==> src/rtl/regfile_pkg.sv <==
// Shared definitions for the register-file write-port arbiter.
// Optional feature macro used by the arbiter: ARB_STARVE_GUARD_EN.
package regfile_pkg;

  localparam int REG_COUNT  = 32;
  localparam int REG_ADDR_W = 5;
  localparam int DATA_W     = 32;

  // Identifies which writer owns the write port in a given cycle.
  typedef enum logic [0:0] {
    REQ_WB = 1'b0,
    REQ_MD = 1'b1
  } req_idx_e;

  // One-hot register select; register 0 never maps to a bit.
  function automatic logic [REG_COUNT-1:0] reg_onehot(
    input logic                  en,
    input logic [REG_ADDR_W-1:0] r
  );
    logic [REG_COUNT-1:0] m;
    m = {REG_COUNT{1'b0}};
    if (en && (r != {REG_ADDR_W{1'b0}})) begin
      m[r] = 1'b1;
    end else begin
      m = {REG_COUNT{1'b0}};
    end
    return m;
  endfunction

endpackage

==> src/rtl/regfile_scoreboard.sv <==
// Busy bits for registers awaiting a mult/div result. A reservation
// and a completion hitting the same register in one cycle leave it busy,
// so a back-to-back reservation is never lost.
module regfile_scoreboard
  import regfile_pkg::*;
(
  input  logic                  clock,
  input  logic                  ctrl_reset,
  input  logic                  set_en,
  input  logic [REG_ADDR_W-1:0] set_reg,
  input  logic                  clr_en,
  input  logic [REG_ADDR_W-1:0] clr_reg,
  output logic [REG_COUNT-1:0]  busy_mask
);

  logic [REG_COUNT-1:0] busy_d;
  logic [REG_COUNT-1:0] busy_q;

  // Next busy state: clear first, then set, so the set wins a collision.
  always_comb begin
    busy_d = (busy_q & ~reg_onehot(clr_en, clr_reg)) | reg_onehot(set_en, set_reg);
  end

  // Busy register with synchronous reset.
  always_ff @(posedge clock) begin
    if (ctrl_reset) begin
      busy_q <= {REG_COUNT{1'b0}};
    end else begin
      busy_q <= busy_d;
    end
  end

  assign busy_mask = busy_q;

endmodule

==> src/rtl/regfile_wb_arbiter.sv <==
// Shares the register file write port between pipeline writeback and the
// mult/div unit, registers the winning write, and tracks outstanding
// mult/div destinations. Define ARB_STARVE_GUARD_EN to force the mult/div
// writer through after STARVE_MAX consecutive refusals.
module regfile_wb_arbiter
  import regfile_pkg::*;
#(
  parameter int STARVE_MAX = 4
) (
  input  logic                  clock,
  input  logic                  ctrl_reset,
  input  logic                  wb_valid,
  input  logic [REG_ADDR_W-1:0] wb_reg,
  input  logic [DATA_W-1:0]     wb_data,
  output logic                  wb_ready,
  input  logic                  md_valid,
  input  logic [REG_ADDR_W-1:0] md_reg,
  input  logic [DATA_W-1:0]     md_data,
  output logic                  md_ready,
  input  logic                  rsv_valid,
  input  logic [REG_ADDR_W-1:0] rsv_reg,
  output logic [REG_COUNT-1:0]  busy_mask,
  output logic                  ctrl_writeEnable,
  output logic [REG_ADDR_W-1:0] ctrl_writeReg,
  output logic [DATA_W-1:0]     data_writeReg
);

  if ((STARVE_MAX < 1) || (STARVE_MAX > 15)) begin : g_bad_starve_max
    $error("STARVE_MAX must lie in 1..15");
  end

  logic                  force_md_s;
  logic                  wb_ready_s;
  logic                  md_ready_s;
  logic                  grant_s;
  req_idx_e              winner_s;
  logic                  we_d, we_q;
  logic [REG_ADDR_W-1:0] wreg_d, wreg_q;
  logic [DATA_W-1:0]     wdata_d, wdata_q;

`ifdef ARB_STARVE_GUARD_EN
  localparam logic [3:0] STARVE_LIMIT = 4'(STARVE_MAX);

  logic [3:0] starve_d;
  logic [3:0] starve_q;

  // Mult/div is forced through once it has been refused STARVE_MAX times in a row.
  always_comb begin
    force_md_s = (starve_q == STARVE_LIMIT);
  end

  // Run length of refused mult/div cycles, saturating at the limit.
  always_comb begin
    if (md_valid && !md_ready_s) begin
      if (starve_q == STARVE_LIMIT) begin
        starve_d = starve_q;
      end else begin
        starve_d = starve_q + 4'd1;
      end
    end else begin
      starve_d = 4'd0;
    end
  end

  // Starvation counter register.
  always_ff @(posedge clock) begin
    if (ctrl_reset) begin
      starve_q <= 4'd0;
    end else begin
      starve_q <= starve_d;
    end
  end
`else
  // Strict pipeline priority: mult/div is never forced.
  always_comb begin
    force_md_s = 1'b0;
  end
`endif

  // Combinational grant: pipeline first unless mult/div is being forced.
  always_comb begin
    wb_ready_s = wb_valid & ~force_md_s;
    md_ready_s = md_valid & (~wb_valid | force_md_s);
    grant_s    = wb_ready_s | md_ready_s;
    if (wb_ready_s) begin
      winner_s = REQ_WB;
    end else begin
      winner_s = REQ_MD;
    end
  end

  assign wb_ready = wb_ready_s;
  assign md_ready = md_ready_s;

  // Capture the winner's write; address and data hold when nobody is granted.
  always_comb begin
    we_d    = 1'b0;
    wreg_d  = wreg_q;
    wdata_d = wdata_q;
    if (grant_s) begin
      case (winner_s)
        REQ_WB: begin
          we_d    = (wb_reg != 5'd0);
          wreg_d  = wb_reg;
          wdata_d = wb_data;
        end
        REQ_MD: begin
          we_d    = (md_reg != 5'd0);
          wreg_d  = md_reg;
          wdata_d = md_data;
        end
        default: begin
          we_d    = 1'b0;
          wreg_d  = wreg_q;
          wdata_d = wdata_q;
        end
      endcase
    end else begin
      we_d = 1'b0;
    end
  end

  // Write-port output register; reset drops any captured write.
  always_ff @(posedge clock) begin
    if (ctrl_reset) begin
      we_q    <= 1'b0;
      wreg_q  <= {REG_ADDR_W{1'b0}};
      wdata_q <= {DATA_W{1'b0}};
    end else begin
      we_q    <= we_d;
      wreg_q  <= wreg_d;
      wdata_q <= wdata_d;
    end
  end

  assign ctrl_writeEnable = we_q;
  assign ctrl_writeReg    = wreg_q;
  assign data_writeReg    = wdata_q;

  // Clearing on the md grant edge makes the bit drop as the write lands.
  regfile_scoreboard u_scoreboard (
    .clock      (clock),
    .ctrl_reset (ctrl_reset),
    .set_en     (rsv_valid),
    .set_reg    (rsv_reg),
    .clr_en     (md_ready_s),
    .clr_reg    (md_reg),
    .busy_mask  (busy_mask)
  );

endmodule

==> config.mk <==
export PLATFORM = sky130hd
export DESIGN_NAME = regfile_wb_arbiter
export DESIGN_NICKNAME = d
export VERILOG_FILES = /design/src/rtl/regfile_pkg.sv /design/src/rtl/regfile_scoreboard.sv /design/src/rtl/regfile_wb_arbiter.sv
export SDC_FILE = /design/constraint.sdc
export NUM_CORES = 1
export LEC_CHECK = 0
export CORE_MARGIN = 2
export CORE_UTILIZATION = 35
export CTS_CLUSTER_SIZE = 28
export DETAILED_ROUTE_END_ITERATION = 10
export GPL_TIMING_DRIVEN = 0
export PLACE_DENSITY = 0.71
export SLEW_MARGIN = 0
export SYNTH_ARGS = -nofsm -noshare
export SYNTH_HDL_FRONTEND = slang
export SYNTH_SLANG_ARGS = --single-unit
==> constraint.sdc <==
create_clock -name clock -period 2.35 [get_ports clock]
set_input_delay 0.47 -clock clock [delete_from_list [all_inputs] [get_ports clock]]
set_output_delay 0.47 -clock clock [all_outputs]
set_load 0.01 [all_outputs]
==> flow_summary.json, run 1 <==
{
  "swShare": 0.251,
  "worst_slack_ns": 0.233,
  "rrSetupSlack_ns": 1.43,
  "grt_usage": 0.195,
  "post-route-drc-count": 0,
  "numPortBuffers": 153,
  "crit_arrival_ns": 1.65,
  "post-route-period-util": 0.901,
  "fin_nets": 577,
  "num_vias": 3035,
  "maxCapViolCount": 0,
  "hold_buffers": 0,
  "r2r_cells": 3,
  "first_pass_iters": 4,
  "hold_path_end": "ctrl_writeEnable",
  "clkTransAtPathRegs_ns": 0.07,
  "hold_viol": 0,
  "num_io_pins": 156,
  "area_growth_pct": 58.5,
  "clkSinkCount": 70,
  "detail_route.wl_per_cell_um": 15.8,
  "p_int_mw": 2.06,
  "wl_mm": 9.55,
  "setup_viol": 0,
  "ff_latch_area_mm2": 0.00140,
  "cts_tree": "yes",
  "rsz0062_at_grt": "false",
  "clockBufferDepth": 2,
  "fin_util": 0.574,
  "rr_endpoint": "data_writeReg[30]",
  "worst_setup_path_start_kind": "primary input",
  "ys_top_cells_by_area": "dfxtp_1 (44%), mux2_1 (13%), mux2i_1 (12%)",
  "cts-resized-gates": 0,
  "clk_latency_ns": 0.34,
  "cts-root-buf": "clkbuf_8",
  "period_needed_ns": 2.12,
  "reg2reg_from": "data_writeReg[30]",
  "pwr-share-clk": 0.351,
  "netlist_area_mm2": 0.00317,
  "worst_slew_pin_slew_ns": 0.516,
  "drt_iter0_drc": 98,
  "p_leak_nw": 1.95,
  "hp-class": "primary input to register",
  "power.switching_mw": 0.689,
  "drive_above_1_share": 0.0584,
  "yosysWarnings": 0,
  "yosysTopAreaCellShare": 0.442,
  "power.density_mw_per_mm2": 547,
  "cts_setup_buffers": 0,
  "dieWidth_um": 99.2,
  "ys_seq_elements": 70,
  "total_power_mw": 2.75,
  "seq_area_frac_synth": 0.442,
  "hold_depth": 4,
  "cp_max_fo": 10,
  "gr-total-overflow": 0,
  "path_class": "primary input to output port",
  "vias_per_cell": 5.02,
  "dpl_worst_slack_ns": 0.224,
  "hold_ws_ns": 0.450,
  "grt_first_pass_wirelength_mm": 15.2,
  "ant_nets": 0,
  "multi_input_area_mm2": 0.00166,
  "synth_top_cell_by_area": "dfxtp_1",
  "grt_pass1_vias": 3063,
  "cts_htree_levels": 3,
  "die_h_um": 99.2,
  "pwr-share-seq": 0.460,
  "syn_nets": 413,
  "report.final.slew_viol_count": 0,
  "clock_skew_ns": 0,
  "peakVddDrop_mv": 0.290,
  "dieArea_mm2": 0.00984,
  "combPwrFrac": 0.189,
  "start_util": 0.362,
  "core-area_mm2": 0.00876,
  "antenna_cells": 0,
  "place_congestion": 0.899,
  "cts-buffers-inserted": 9,
  "cp-end-kind": "output port",
  "worstHoldStart": "wb_valid",
  "fmax_ghz": 0.472,
  "rows": 34,
  "ys_types": 23,
  "critPathRequiredTime_ns": 1.88,
  "outcome": "completed",
  "synthCells": 329,
  "relSlewSlack": 0.654,
  "dp_hpwl_mm": 7.23,
  "grt_max_degree": 12,
  "finalSetupTns_ns": 0,
  "syn_area_per_cell_um2": 9.64,
  "nFillCells": 784,
  "antenna_found_initial": 0
}
-- flip-flops by register name, summed over array words and instances (netlist names) --
register                flops
ctrl_writeEnable            1
u_scoreboard.busy_mask     32
data_writeReg              32
ctrl_writeReg               5
-- how the worst max path moves through the flow --
stage / startpoint / endpoint / slack, ns / cells past startpoint
after detailed placement: md_valid / md_ready / 0.22 / 4
final: md_valid / md_ready / 0.23 / 4
after global placement: ctrl_reset / data_writeReg[31] / 0.22 / 5
after global routing: md_valid / md_ready / 0.14 / 4
after CTS: md_valid / md_ready / 0.23 / 4
after floorplan: md_valid / md_ready / 0.83 / 3
-- through the flow --
| step | area (um2) | cells |
|---|---|---|
| floorplan | 3170 | 329 |
| global placement | 4840 | 590 |
| detailed placement | 4840 | 590 |
| CTS | 5030 | 605 |
| global route | 5030 | 605 |
| finish | 5030 | 605 |
-- synth_stat cells (all sizes together) --
cell,count
o21ai,63
buf,14
or3,2
nand3,5
or3b,4
nand4,1
mux2,37
nor2b,36
or4b,1
nand4b,1
mux2i,37
clkbuf,6
a21oi,1
nand4bb,2
dfxtp,70
nor2,39
o31ai,1
nand3b,4
or4,1
nand2,4
-- placed cells by master, fill, tap and decap left out, drive strengths merged --
cell type	instances
clkdlybuf4s50	153
dfxtp	70
o21ai	63
nor2	39
mux2	37
mux2i	37
nor2b	36
clkbuf	17
buf	14
nand3	5
nand2	4
or3b	4
nand3b	4
nand4bb	2
or3	2
clkinv	2
nand4	1
or4b	1
nand4b	1
or4	1
o31ai	1
a21oi	1
clkinvlp	1
bufinv	1
-- routing by layer --
metal / global-route usage / wire length (um) / vias up
met1: 0.233 / 4000 / 1412
met2: 0.327 / 4610 / 134
met4: 0.0685 / 108 / 0
met5: 0 / 0 / -
li1: - / - / 1480
met3: 0.0661 / 829 / 9
-- worst max-delay path, stage by stage --
cell	delay (ns)
buf_2	0.13
buf_2	0.25
nor2b_1	0.21
clkdlybuf4s50_1	0.59
-- kinds of logic (layout without fill, tap and decap cells) --
family / Yosys count / in the layout / synth area share
mux: 74 / 74 / 0.248
simple gates: 100 / 100 / 0.173
compound gates: 65 / 65 / 0.103
flops: 70 / 70 / 0.442
buf+inv: 20 / 188 / 0.0343
-- area by class of cell --
class                           count  share of cell area
Buffer                             20              0.0216
Clock buffer                       11              0.0281
Clock inverter                      4             0.00946
Multi-Input combinational cell    239               0.331
Sequential cell                    70               0.279
Tap cell                          108              0.0269
Timing Repair Buffer              153               0.305
-- power groups by stage --
stage | clock [mW] | sequential, mW | combinational, mW
floorplan | 0 | 1.31 | 0.191
global placement | 0 | 1.29 | 0.513
detailed placement | 0 | 1.29 | 0.522
CTS | 0.991 | 1.26 | 0.525
global route | 1.05 | 1.27 | 0.561
finish | 0.966 | 1.26 | 0.520
Note: power is estimated with default switching activity, not from simulation.
==> run 2: changes to the inputs <==
- SETUP_SLACK_MARGIN: unset -> 0.3
==> run 2 against run 1 <==
Against the previous run: routed wire length unchanged; register-to-register slack about the same; cell area about the same; hold slack worse by 0.0040 ns; clock skew unchanged.
==> flow_summary.json, run 2 (same netlist as run 1, synthesis figures left out) <==
{
  "crit_family": "buffers and inverters",
  "fin_nets": 577,
  "clk_latency_ns": 0.34,
  "finalSetupTns_ns": 0,
  "wl_mm": 9.55,
  "num_vias": 3029,
  "post-route-drc-count": 0,
  "clkSinkCount": 70,
  "peakVddDrop_mv": 0.290,
  "reg2reg_from": "data_writeReg[30]",
  "crit_arrival_ns": 1.30,
  "place_congestion": 0.899,
  "dieWidth_um": 99.2,
  "cts_htree_levels": 3,
  "ant_nets": 0,
  "maxCapViolCount": 0,
  "hold_depth": 4,
  "antenna_found_initial": 0,
  "dieArea_mm2": 0.00984,
  "cp.buffers_inverters": 3,
  "hold_path_end": "ctrl_writeEnable",
  "cts-root-buf": "clkbuf_8",
  "antenna_cells": 0,
  "r2r_cells": 3,
  "cpPeakStageDelay_ns": 0.32,
  "drt_iter0_drc": 98,
  "power.density_mw_per_mm2": 547,
  "crit_path_top_delay_cell": "dlygate4sd2_1",
  "gr-total-overflow": 0,
  "drive_above_1_share": 0.0584,
  "area_growth_pct": 58.5,
  "cts-resized-gates": 2,
  "period_needed_ns": 1.77,
  "cts_tree": "yes",
  "grt_pass1_vias": 3063,
  "grt_usage": 0.195,
  "worstPathCellList": "buf_2, buf_4, nor2b_1, dlygate4sd2_1",
  "worst_setup_path_start_kind": "primary input",
  "vias_per_cell": 5.01,
  "rows": 34,
  "grt_max_degree": 12,
  "startpoint": "md_valid",
  "rr_endpoint": "data_writeReg[30]",
  "die_h_um": 99.2,
  "clockBufferDepth": 2,
  "cp-end-kind": "output port",
  "report.final.slew_viol_count": 0,
  "cts-buffers-inserted": 9,
  "cp_max_fo": 10,
  "mostFrequentLayoutCells": "clkdlybuf4s50_1 (152), dfxtp_1 (70), o21ai_1 (62), nor2_1 (39)",
  "num_io_pins": 156,
  "numPortBuffers": 153,
  "hold_viol": 0,
  "cts_setup_buffers": 0,
  "rrSetupSlack_ns": 1.43,
  "fmax_ghz": 0.566,
  "grt_first_pass_wirelength_mm": 15.2,
  "p_leak_nw": 1.95,
  "path_class": "primary input to output port",
  "rsz0062_at_grt": "false",
  "clock_skew_ns": 0,
  "detail_route.wl_per_cell_um": 15.8,
  "setup_viol": 0,
  "dp_hpwl_mm": 7.23,
  "nFillCells": 786,
  "layout_commonest_cell": "clkdlybuf4s50_1",
  "clkTransAtPathRegs_ns": 0.07,
  "fin_area_mm2": 0.00503,
  "critPathRequiredTime_ns": 1.88,
  "first_pass_iters": 4,
  "hold_buffers": 0,
  "post-route-period-util": 0.752,
  "relSlewSlack": 0.657,
  "hp-class": "primary input to register",
  "postPlaceCellArea_mm2": 0.00484,
  "core-area_mm2": 0.00876,
  "worst_slew_pin_slew_ns": 0.511,
  "start_util": 0.362,
  "outcome": "completed",
  "worstHoldStart": "wb_valid"
}
-- run 2: changes by cell type in the layout (fill, tap and decap cells not counted), sizes merged --
| cell | before | now |
|---|---|---|
| clkdlybuf4s50 | 153 | 152 |
| dlygate4sd2 | 0 | 1 |
-- run 2: worst reg2reg max path: stages (launching register included) --
cell and delay, ns:
dfxtp_1 0.32, mux2_1 0.28, mux2i_1 0.14, nor2_1 0.06
-- run 2: worst max path at each step --
stage                             end  slack (ns)  depth (start not counted)
finish                       md_ready        0.58                          4
global route        data_writeReg[21]        0.46                          5
CTS                          md_ready        0.58                          4
detailed placement           md_ready        0.22                          4
global placement    data_writeReg[31]        0.22                          5
floorplan                    md_ready        0.83                          3
-- run 2: layout make-up --
| cell class | instances | area (um2) | share of cell area |
|---|---|---|---|
| Clock buffer | 11 | 141 | 0.0281 |
| Buffer | 20 | 111 | 0.0221 |
| Clock inverter | 4 | 47.5 | 0.00945 |
| Sequential cell | 70 | 1400 | 0.279 |
| Tap cell | 108 | 135 | 0.0269 |
| Multi-Input combinational cell | 239 | 1660 | 0.331 |
| Timing Repair Buffer | 153 | 1530 | 0.304 |
-- run 2: per-layer routing --
metal  share of wire  track usage  routed length (um)
met5               0            0                   0
met3           0.090       0.0661                 855
met4          0.0096       0.0685                  92
met2            0.48        0.327                4630
met1            0.42        0.233                3970
-- run 2: where the power goes --
group	switching (mW)	leakage [nW]	internal [mW]
clock	0.456	0.0952	0.510
combinational	0.209	1.28	0.310
sequential	0.0240	0.574	1.24
total	0.690	1.95	2.06
-- run 2: stage by stage --
step / total power, mW / hold WS [ns] / utilization / cells / worst slack, ns
4_1_cts: 2.78 / 0.435 / 0.574 / 605 / 0.577
3_5_place_dp: 1.81 / 0.460 / 0.552 / 590 / 0.224
5_1_grt: 2.88 / 0.460 / 0.574 / 605 / 0.459
3_3_place_gp: 1.80 / 0.456 / 0.552 / 590 / 0.223
2_1_floorplan: 1.51 / 0.492 / - / 329 / 0.834
6_report: 2.75 / 0.446 / 0.574 / 605 / 0.584
